===== src/rtl/spi_mem_sched.sv =====
`default_nettype none
// +----------------------------------------------------------------------------+
// | Module      : spi_mem_sched                                                |
// | Description : Round-robin fetch/data scheduler driving the SPI memory      |
// |               engine strobes. Optional watchdog: SPI_SCHED_TIMEOUT_EN.     |
// | Revision    : 1.0 - initial release                                        |
// +----------------------------------------------------------------------------+
module spi_mem_sched #(
  parameter int GAP_CYCLES     = 2,
  parameter int TIMEOUT_CYCLES = 64
) (
  input  logic        clk,
  input  logic        rst_n,
  input  logic        fetch_req,
  input  logic [15:0] fetch_addr,
  output logic        fetch_ack,
  output logic [7:0]  fetch_data,
  input  logic        data_req,
  input  logic        data_we,
  input  logic [15:0] data_addr,
  input  logic [7:0]  data_wdata,
  output logic        data_ack,
  output logic [7:0]  data_rdata,
  output logic        err,
  output logic        busy,
  output logic        romo,
  output logic        ramo,
  output logic        rami,
  output logic [15:0] pc,
  output logic [15:0] mar,
  output logic [7:0]  databus,
  input  logic        executing,
  input  logic [7:0]  rom,
  input  logic [7:0]  ram
);

  typedef enum logic [2:0] {
    ST_IDLE  = 3'd0,
    ST_START = 3'd1,
    ST_BUSY  = 3'd2,
    ST_DONE  = 3'd3,
    ST_GAP   = 3'd4
  } state_t;

  localparam int                 c_gap_w    = $clog2(GAP_CYCLES + 1);
  localparam logic [c_gap_w-1:0] c_gap_last = c_gap_w'(GAP_CYCLES - 1);

  if (GAP_CYCLES < 2 || TIMEOUT_CYCLES < 2) begin : g_param_check
    $error("spi_mem_sched: GAP_CYCLES and TIMEOUT_CYCLES must be at least 2");
  end

  state_t             r_state;
  state_t             w_next;
  logic               r_last_data;
  logic               r_sel_data;
  logic               r_sel_we;
  logic [c_gap_w-1:0] r_gap_cnt;
  logic               w_grant;
  logic               w_grant_data;
  logic               w_timeout;
  logic               w_gap_en;
  logic               w_active;

`ifdef SPI_SCHED_TIMEOUT_EN
  localparam int                c_to_w    = $clog2(TIMEOUT_CYCLES + 1);
  localparam logic [c_to_w-1:0] c_to_last = c_to_w'(TIMEOUT_CYCLES - 1);

  logic [c_to_w-1:0] r_to_cnt;
  logic              r_timed_out;

  // Fires only when the normal exit of START/BUSY is not taken this cycle.
  assign w_timeout = (r_to_cnt == c_to_last) &&
                     (((r_state == ST_START) && executing) ||
                      ((r_state == ST_BUSY) && !executing));

  always_ff @(posedge clk or negedge rst_n) begin
    if (!rst_n) begin
      r_to_cnt    <= '0;
      r_timed_out <= 1'b0;
    end else begin
      if (r_state == ST_START || r_state == ST_BUSY)
        r_to_cnt <= r_to_cnt + 1'b1;
      else
        r_to_cnt <= '0;
      if (w_grant)
        r_timed_out <= 1'b0;
      else if (w_timeout)
        r_timed_out <= 1'b1;
    end
  end

  // An abandoned transfer must finish before the gap starts counting.
  assign w_gap_en = !r_timed_out || executing;
  assign err      = (r_state == ST_DONE) && r_timed_out;
`else
  assign w_timeout = 1'b0;
  assign w_gap_en  = 1'b1;
  assign err       = 1'b0;
`endif

  always_ff @(posedge clk or negedge rst_n) begin
    if (!rst_n) r_state <= ST_IDLE;
    else        r_state <= w_next;
  end

  always_comb begin
    w_next       = r_state;
    w_grant      = 1'b0;
    w_grant_data = 1'b0;
    case (r_state)
      ST_IDLE: begin
        if (fetch_req || data_req) begin
          w_grant      = 1'b1;
          w_grant_data = data_req && (!fetch_req || !r_last_data);
          w_next       = ST_START;
        end
      end
      ST_START: begin
        if (!executing)     w_next = ST_BUSY;
        else if (w_timeout) w_next = ST_DONE;
      end
      ST_BUSY: begin
        if (executing || w_timeout) w_next = ST_DONE;
      end
      ST_DONE: w_next = ST_GAP;
      ST_GAP: begin
        if (w_gap_en && (r_gap_cnt == c_gap_last)) w_next = ST_IDLE;
      end
      default: w_next = ST_IDLE;
    endcase
  end

  always_ff @(posedge clk or negedge rst_n) begin
    if (!rst_n) begin
      r_last_data <= 1'b1;
      r_sel_data  <= 1'b0;
      r_sel_we    <= 1'b0;
      r_gap_cnt   <= '0;
      pc          <= '0;
      mar         <= '0;
      databus     <= '0;
      fetch_data  <= '0;
      data_rdata  <= '0;
    end else begin
      if (w_grant) begin
        r_sel_data  <= w_grant_data;
        r_sel_we    <= data_we & w_grant_data;
        r_last_data <= w_grant_data;
        if (w_grant_data) begin
          mar     <= data_addr;
          databus <= data_wdata;
        end else begin
          pc <= fetch_addr;
        end
      end
      if (r_state == ST_BUSY && executing) begin
        if (!r_sel_data)    fetch_data <= rom;
        else if (!r_sel_we) data_rdata <= ram;
      end
      if (r_state != ST_GAP) r_gap_cnt <= '0;
      else if (w_gap_en)     r_gap_cnt <= r_gap_cnt + 1'b1;
    end
  end

  // Strobes decode from state so an asynchronous reset drops them at once.
  assign w_active  = (r_state == ST_START) || (r_state == ST_BUSY);
  assign romo      = w_active && !r_sel_data;
  assign ramo      = w_active && r_sel_data && !r_sel_we;
  assign rami      = w_active && r_sel_data && r_sel_we;
  assign fetch_ack = (r_state == ST_DONE) && !r_sel_data;
  assign data_ack  = (r_state == ST_DONE) && r_sel_data;
  assign busy      = (r_state != ST_IDLE);

endmodule
`default_nettype wire


===== config.mk =====
export PLATFORM = sky130hd
export DESIGN_NAME = spi_mem_sched
export DESIGN_NICKNAME = d
export VERILOG_FILES = /design/src/rtl/spi_mem_sched.sv
export SDC_FILE = /design/constraint.sdc
export NUM_CORES = 1
export LEC_CHECK = 0
export ABC_AREA = 1
export CAP_MARGIN = 5
export CORE_MARGIN = 5
export CORE_UTILIZATION = 41
export CTS_CLUSTER_SIZE = 28
export DETAILED_ROUTE_END_ITERATION = 8
export PLACE_DENSITY_LB_ADDON = 0.1
export SLEW_MARGIN = 25
export SYNTH_ARGS = -nofsm -noshare
export SYNTH_HDL_FRONTEND = slang
export SYNTH_SLANG_ARGS = --single-unit
export TNS_END_PERCENT = 100

===== constraint.sdc =====
create_clock -name clk -period 1.5 [get_ports clk]
set_clock_uncertainty 0.05 [all_clocks]
set_input_delay 0.225 -clock clk [delete_from_list [all_inputs] [get_ports clk]]
set_output_delay 0.225 -clock clk [all_outputs]
set_load 0.02 [all_outputs]

==> key figures, run 1 <==
Power
  – Total Power Consumption: 9.44 mW
  – PD cells: between 2000 and 2500 nW/um^2
  – Switching share of power: 0.415
  – Share of power burned in the clock network: 0.156
  – Net load switching power: slightly below 4 mW
  – Sequential fraction of design power: 0.312
  – Max IR drop VDD: between 1000 and 1500 uV
  – Leak Pwr: 2.43 nW
  – Combinational Power Share: 0.532
  – Internal power: roughly 5.5 mW

Synthesis
  – Synthesized Nets: approximately 360
  – Sequential element share of the synthesized area: 0.590
  – Post-synthesis instance area: ~2700 um^2
  – Yosys Warn Count: 0
  – Post-synthesis instance total: 294
  – FF+latch count, synth: 64
  – Syn avg cell area: 9.24 um^2
  – Number of different library cells in the post-synthesis netlist: 24

Worst setup path
  – Slowest Stage Delay on Critical Path: around 0.44 ns
  – Critical Path Fanout Max: 3
  – Critical register-to-register path endpoint: pc[6]$_DFFE_PN0P_
  – Cell breakdown of the critical path: nor2_4 -> nand2_2 -> nand2_2 -> inv_2 -> nor3_2 -> buf_4
  – Most numerous cell on the critical path: nand2_2
  – Arrival time at the worst endpoint: ~1.4 ns
  – Critical path startpoint category: register
  – Number of cells traversed by the worst register-to-register path: 9
  – Critical path capture point type: primary output
  – Slack of the worst reg-to-reg path: -0.12 ns
  – Category of the critical setup timing path: register to primary output
  – Total buffers and inverters traversed by the critical path: 2
  – Beginning of the worst register-to-register path: r_state[0]$_DFFE_PN0P_
  – CP delay by family, top: flip-flops
  – Endpoint required time on the critical path: 1.22 ns
  – Slowest cell on crit path: dfrtp_2

Finish
  – Antenna cell count: 0
  – Fill count: around 520
  – Multi-input gate area: 1000 um^2
  – Most common cell after layout, fill and taps aside: nand2_1
  – Storage cell area: 1610 um^2
  – Relative area change from synthesis to final layout: 68.4%
  – Share of post-route cells with drive strength above 1: 0.227
  – Post-Layout Inst Area: approximately 4600 um^2
  – Commonest cells after routing, fill and taps aside: nand2_1, dfrtp_1, clkdlybuf4s50_1
  – Layout Nets: just over 500

Detailed routing
  – Detailed Route Iter0 Violations: between 100 and 150
  – Routed wire length: just under 8000 um
  – DR vias/cell: 4.61
  – Routed Antenna Nets: 0
  – DR vias: approximately 2500
  – Routed len/inst: 14.5 um
  – DRC: 0
  – Number of iterations in the first detailed-routing pass: 4

Clock tree
  – Clock tree from TritonCTS: yes
  – Clock latency at the later pin of the worst-skew pair: 0.33 ns
  – Deepest level of the CTS H-tree: 3
  – Clock transition at the registers of the reported paths: ~0.07 ns
  – Clock root buffer master: clkbuf_8
  – Maximum clock insertion buffer count: 2
  – Clk sinks: between 60 and 70
  – TritonCTS Buffers: 9

Global routing
  – Top Usage Layer GRT: met2
  – Maximum number of pins on one net before global-route repair: 65
  – Remaining global-route overflow: 0
  – Initial antenna violation count: 0
  – Total global routing track utilization: 0.170
  – GRT met3 Usage: 0.0694
  – Wire length of the first global-routing pass: around 11000 um
  – Met2 Use GR: 0.263
  – Via count of the first global-routing pass: 2370
  – Global Route met1 Usage: 0.211

Place
  – Placed inst area: ~4100 um^2
  – Number of input and output port buffers inserted: 123
  – Placer Congestion: around 0.78
  – DP HPWL: approximately 5100 um

Timing
  – Setup repair after global routing missed its margin: yes
  – Achievable clock frequency: between 0.6 and 0.7 GHz
  – Hold slack: 0.367 ns
  – Final critical-path required period: between 1.5 and 2 ns
  – Post-layout worst setup margin: -0.139 ns
  – Final worst-path cycle share: 1.09
  – Finish-stage setup viols: 48
  – Final-report hold violation count: 0
  – Slew Viols, Final: 0

Job
  – Max-cap viol count: 0

Floorplanning
  – Initial standard-cell utilization of the core: 0.425
  – Top Ports: about 130
  – Number of cell rows: 29
  – Overall die area: about 8400 um^2
  – Placeable core region: around 6400 um^2
  – Horizontal die dimension: about 91 um
  – Floorplan die height: 91.4 um

Outcome
  – Result of the run: finished with violations
  – Failing checks: negative setup slack

Worst hold path
  – Type of the tightest min-delay check: input pin to async pin
==> per-stage QoR <==
stage           util  setup slack (ns)  std cells  setup TNS, ns
2_1_floorplan      -           -0.0926        294         -0.185
3_3_place_gp   0.649            -0.264        502          -4.50
3_5_place_dp   0.649            -0.306        502          -5.51
4_1_cts        0.678            -0.143        522          -1.14
5_1_grt        0.716            -0.210        535          -6.40
6_report       0.716            -0.139        535          -3.89
==> worst min-delay path, stage by stage <==
cell and delay, ns:
dlygate4sd3_1 0.51, buf_2 0.12, buf_12 0.28
==> layout make-up <==
| cell class | instances | share of cell area |
|---|---|---|
| inverter | 26 | 0.0241 |
| timing repair inverter | 2 | 0.00547 |
| timing repair buffer | 156 | 0.337 |
| multi-input combinational | 194 | 0.219 |
| clock buffer | 11 | 0.0309 |
| sequential | 64 | 0.351 |
| tap | 77 | 0.0211 |
| clock inverter | 5 | 0.0123 |
==> what timing repair did <==
item | CTS | global route
cloned | 0 | 7
resized for setup | 100 | 24
pin swaps | 13 | 9
hold endpoints to repair | 63 | 0
buffers inserted | 3 | 7
setup endpoints to repair | 72 | 49
hold buffers | 1 | 0
==> kinds of logic after synthesis <==
family,after synthesis,synth area share
buf+inv,37,0.0686
compound gates,19,0.0580
flops,64,0.590
other cells,1,0.00138
fa+ha+maj,1,0.00461
simple gates,172,0.277
==> routing by layer <==
metal	wire length, um	vias up
li1	-	1228
met1	3140	1133
met2	3690	93
met3	774	15
met4	181	0
met5	0	-
==> worst max-delay path by stage <==
stage                                 from    to  depth (start not counted)
floorplan           r_state[2]$_DFFE_PN0P_  rami                          5
global placement    r_state[0]$_DFFE_PN0P_  rami                          6
detailed placement  r_state[2]$_DFFE_PN0P_  ramo                          6
CTS                 r_state[0]$_DFFE_PN0P_  ramo                          6
global route        r_state[0]$_DFFE_PN0P_  ramo                          6
finish              r_state[0]$_DFFE_PN0P_  ramo                          6
==> flip-flops by register name (all words and copies together), names as in the netlist, 2 cells and up <==
name        cells
pc             16
data_rdata      8
r_gap_cnt       2
databus         8
r_state         3
mar            16
fetch_data      8
==> power by group through the flow <==
| stage | combinational (mW) | clock, mW | sequential [mW] |
|---|---|---|---|
| after floorplan | 1.64 | 0 | 3.82 |
| after global placement | 4.77 | 0 | 2.94 |
| after detailed placement | 4.85 | 0 | 2.97 |
| after CTS | 4.53 | 1.52 | 2.93 |
| after global routing | 5.42 | 1.61 | 3.04 |
| final | 5.03 | 1.47 | 2.95 |
==> Yosys cell counts (all sizes together) <==
cell type	instances	share of area
nand2	134	0.19
dfrtp	63	0.58
inv	26	0.036
nand3	23	0.046
o21ai	18	0.055
nor2	11	0.024
buf	9	0.030
clkbuf	2	0.0028
nand4	2	0.010
nor3	2	0.0037
conb	1	0.0014
dfstp	1	0.0097
ha	1	0.0046
o21a	1	0.0028
No activity file was read; power rests on OpenSTA's default activity.
==> run 2: changes to the inputs <==
==> constraint.sdc (replaced) <==
create_clock -name clk -period 1.5 [get_ports clk]
set_clock_uncertainty 0.05 [all_clocks]
set_input_delay 0.375 -clock clk [delete_from_list [all_inputs] [get_ports clk]]
set_output_delay 0.375 -clock clk [all_outputs]
set_load 0.02 [all_outputs]
==> run 2 against run 1 <==
Net effect: the run still ends with negative setup slack left; non-clock buffer count grew 5; flip-flop and latch count is the same; sequential power grew 3%; clock power shrank 9%; total power grew 6.8%; sequential share of layout area shrank 2.2 points; fmax shrank 9.0%; register-to-register slack lost 0.10 ns; combinational power grew 14%; largest power group unchanged.
==> key figures, run 2 (synthesized netlist as in run 1, its figures left out) <==
Floorplanning
  – Initial standard-cell utilization of the core: 0.425
  – Overall die area: about 8400 um^2
  – Top Ports: ~130
  – Number of cell rows: 29
  – Floorplan die height: approximately 90 um
  – Horizontal die dimension: a little over 90 um
  – Placeable core region: between 6000 and 7000 um^2

Detailed routing
  – Routed Antenna Nets: 0
  – Routed wire length: about 8400 um
  – DR vias: ~2600
  – DR vias/cell: 4.75
  – Number of iterations in the first detailed-routing pass: 7
  – DRC: 0
  – Detailed Route Iter0 Violations: roughly 130
  – Routed len/inst: 15.4 um

Finish
  – Layout Nets: ~520
  – Most common cell after layout, fill and taps aside: nand2_1
  – Commonest cells after routing, fill and taps aside: nand2_1, dfrtp_1, clkdlybuf4s50_1
  – Share of post-route cells with drive strength above 1: 0.295
  – Fill count: between 400 and 500
  – Antenna cell count: 0
  – Relative area change from synthesis to final layout: 79.6%
  – Storage cell area: roughly 1600 um^2
  – Post-layout util: 0.764
  – Multi-input gate area: 1170 um^2
  – Post-Layout Inst Area: ~4900 um^2
  – Largest registers ranked by flip-flop count: mar: 16 flops, pc: 16 flops
  – Number of cells in the finished layout apart from fillers: 541

Place
  – Placed inst area: between 4000 and 5000 um^2
  – Number of cells after detailed placement: slightly above 500
  – Placer Congestion: about 0.76
  – DP HPWL: between 5000 and 6000 um
  – Number of input and output port buffers inserted: approximately 120

Clock tree
  – Deepest level of the CTS H-tree: 3
  – Clk sinks: between 60 and 70
  – Clock latency at the later pin of the worst-skew pair: 0.33 ns
  – Clock root buffer master: clkbuf_8
  – TritonCTS Buffers: 9
  – Clock transition at the registers of the reported paths: 0.07 ns
  – Clock tree from TritonCTS: yes
  – Maximum clock insertion buffer count: 2

Worst setup path
  – Slowest cell on crit path: dfrtp_1
  – Arrival time at the worst endpoint: between 1 and 1.5 ns
  – Slack of the worst reg-to-reg path: -0.22 ns
  – Slowest Stage Delay on Critical Path: 0.43 ns
  – Critical Path Fanout Max: 3
  – Critical path capture point type: primary output
  – Cell breakdown of the critical path: nor2_4 -> nand2_2 -> nand2_2 -> inv_4 -> nor2_2 -> buf_6
  – Total buffers and inverters traversed by the critical path: 2
  – Endpoint required time on the critical path: approximately 1.1 ns
  – Number of cells traversed by the worst register-to-register path: 9
  – Category of the critical setup timing path: register to primary output
  – Critical register-to-register path endpoint: mar[5]$_DFFE_PN0P_
  – Beginning of the worst register-to-register path: r_state[0]$_DFFE_PN0P_
  – CP delay by family, top: flip-flops
  – Most numerous cell on the critical path: nand2_2
  – Critical path startpoint category: register

Timing
  – Slew Viols, Final: 0
  – Final-report hold violation count: 0
  – Final critical-path required period: 1.80 ns
  – Post-layout worst setup margin: -0.301 ns
  – Finish-stage setup viols: 50
  – Achievable clock frequency: 0.555 GHz
  – Setup tns final: -7.62 ns
  – Final worst-path cycle share: 1.20
  – Setup repair after global routing missed its margin: yes

Global routing
  – Wire length of the first global-routing pass: 12800 um
  – Via count of the first global-routing pass: ~2600
  – Remaining global-route overflow: 0
  – Maximum number of pins on one net before global-route repair: 65
  – Initial antenna violation count: 0
  – Total global routing track utilization: 0.189

Job
  – Max-cap viol count: 0

Power
  – Total Power Consumption: just over 10 mW
  – Leak Pwr: 2.49 nW
  – Max IR drop VDD: ~1100 uV
  – PD cells: 2070 nW/um^2

Worst hold path
  – Type of the tightest min-delay check: input pin to async pin

Outcome
  – Result of the run: finished with violations
  – Failing checks: negative setup slack
## run 2: how the worst max path moves through the flow
stage | startpoint | end | slack [ns] | cells after the start
after detailed placement | r_state[0]$_DFFE_PN0P_ | rami | -0.45 | 6
after CTS | r_state[2]$_DFFE_PN0P_ | ramo | -0.30 | 6
after floorplan | r_state[0]$_DFFE_PN0P_ | rami | -0.04 | 5
final | r_state[0]$_DFFE_PN0P_ | romo | -0.30 | 6
after global routing | r_state[0]$_DFFE_PN0P_ | rami | -0.38 | 6
after global placement | r_state[0]$_DFFE_PN0P_ | rami | -0.41 | 6
## run 2: area by class of cell
class,count,area share
Timing Repair inverter,3,0.0100
Tap cell,77,0.0197
Inverter,26,0.0236
Multi-Input combinational cell,195,0.239
Timing Repair Buffer,161,0.343
Clock buffer,12,0.0318
Sequential cell,64,0.329
Clock inverter,3,0.00359
## run 2: power breakdown
part	internal [mW]	switching, mW	total (mW)
clock network	0.677	0.660	1.34
registers	2.52	0.516	3.04
logic	2.59	3.11	5.71
total	5.79	4.29	10.1
## run 2: through the flow
stage                     worst slack [ns]  hold WS [ns]
final                               -0.301       0.00128
after global routing                -0.382        0.0322
after CTS                           -0.297        0.0161
after detailed placement            -0.449         0.371
after global placement              -0.412         0.369
after floorplan                    -0.0417        0.0294
## run 2: timing repair
item / 4_1_cts / 5_1_grt
gates cloned: 5 / 4
hold buffers: 0 / 0
resized for setup: 120 / 94
buffers inserted: 9 / 6
pin swaps: 6 / 5
hold endpoints to repair: 0 / 0
endpoints found under the setup margin: 88 / 84
## run 2: routing by layer
| metal | routed length [um] | global-route usage | share of wire |
|---|---|---|---|
| met5 | 0 | 0 | 0 |
| met4 | 126 | 0.0623 | 0.015 |
| met3 | 581 | 0.0545 | 0.070 |
| met2 | 4200 | 0.308 | 0.50 |
| met1 | 3450 | 0.240 | 0.41 |
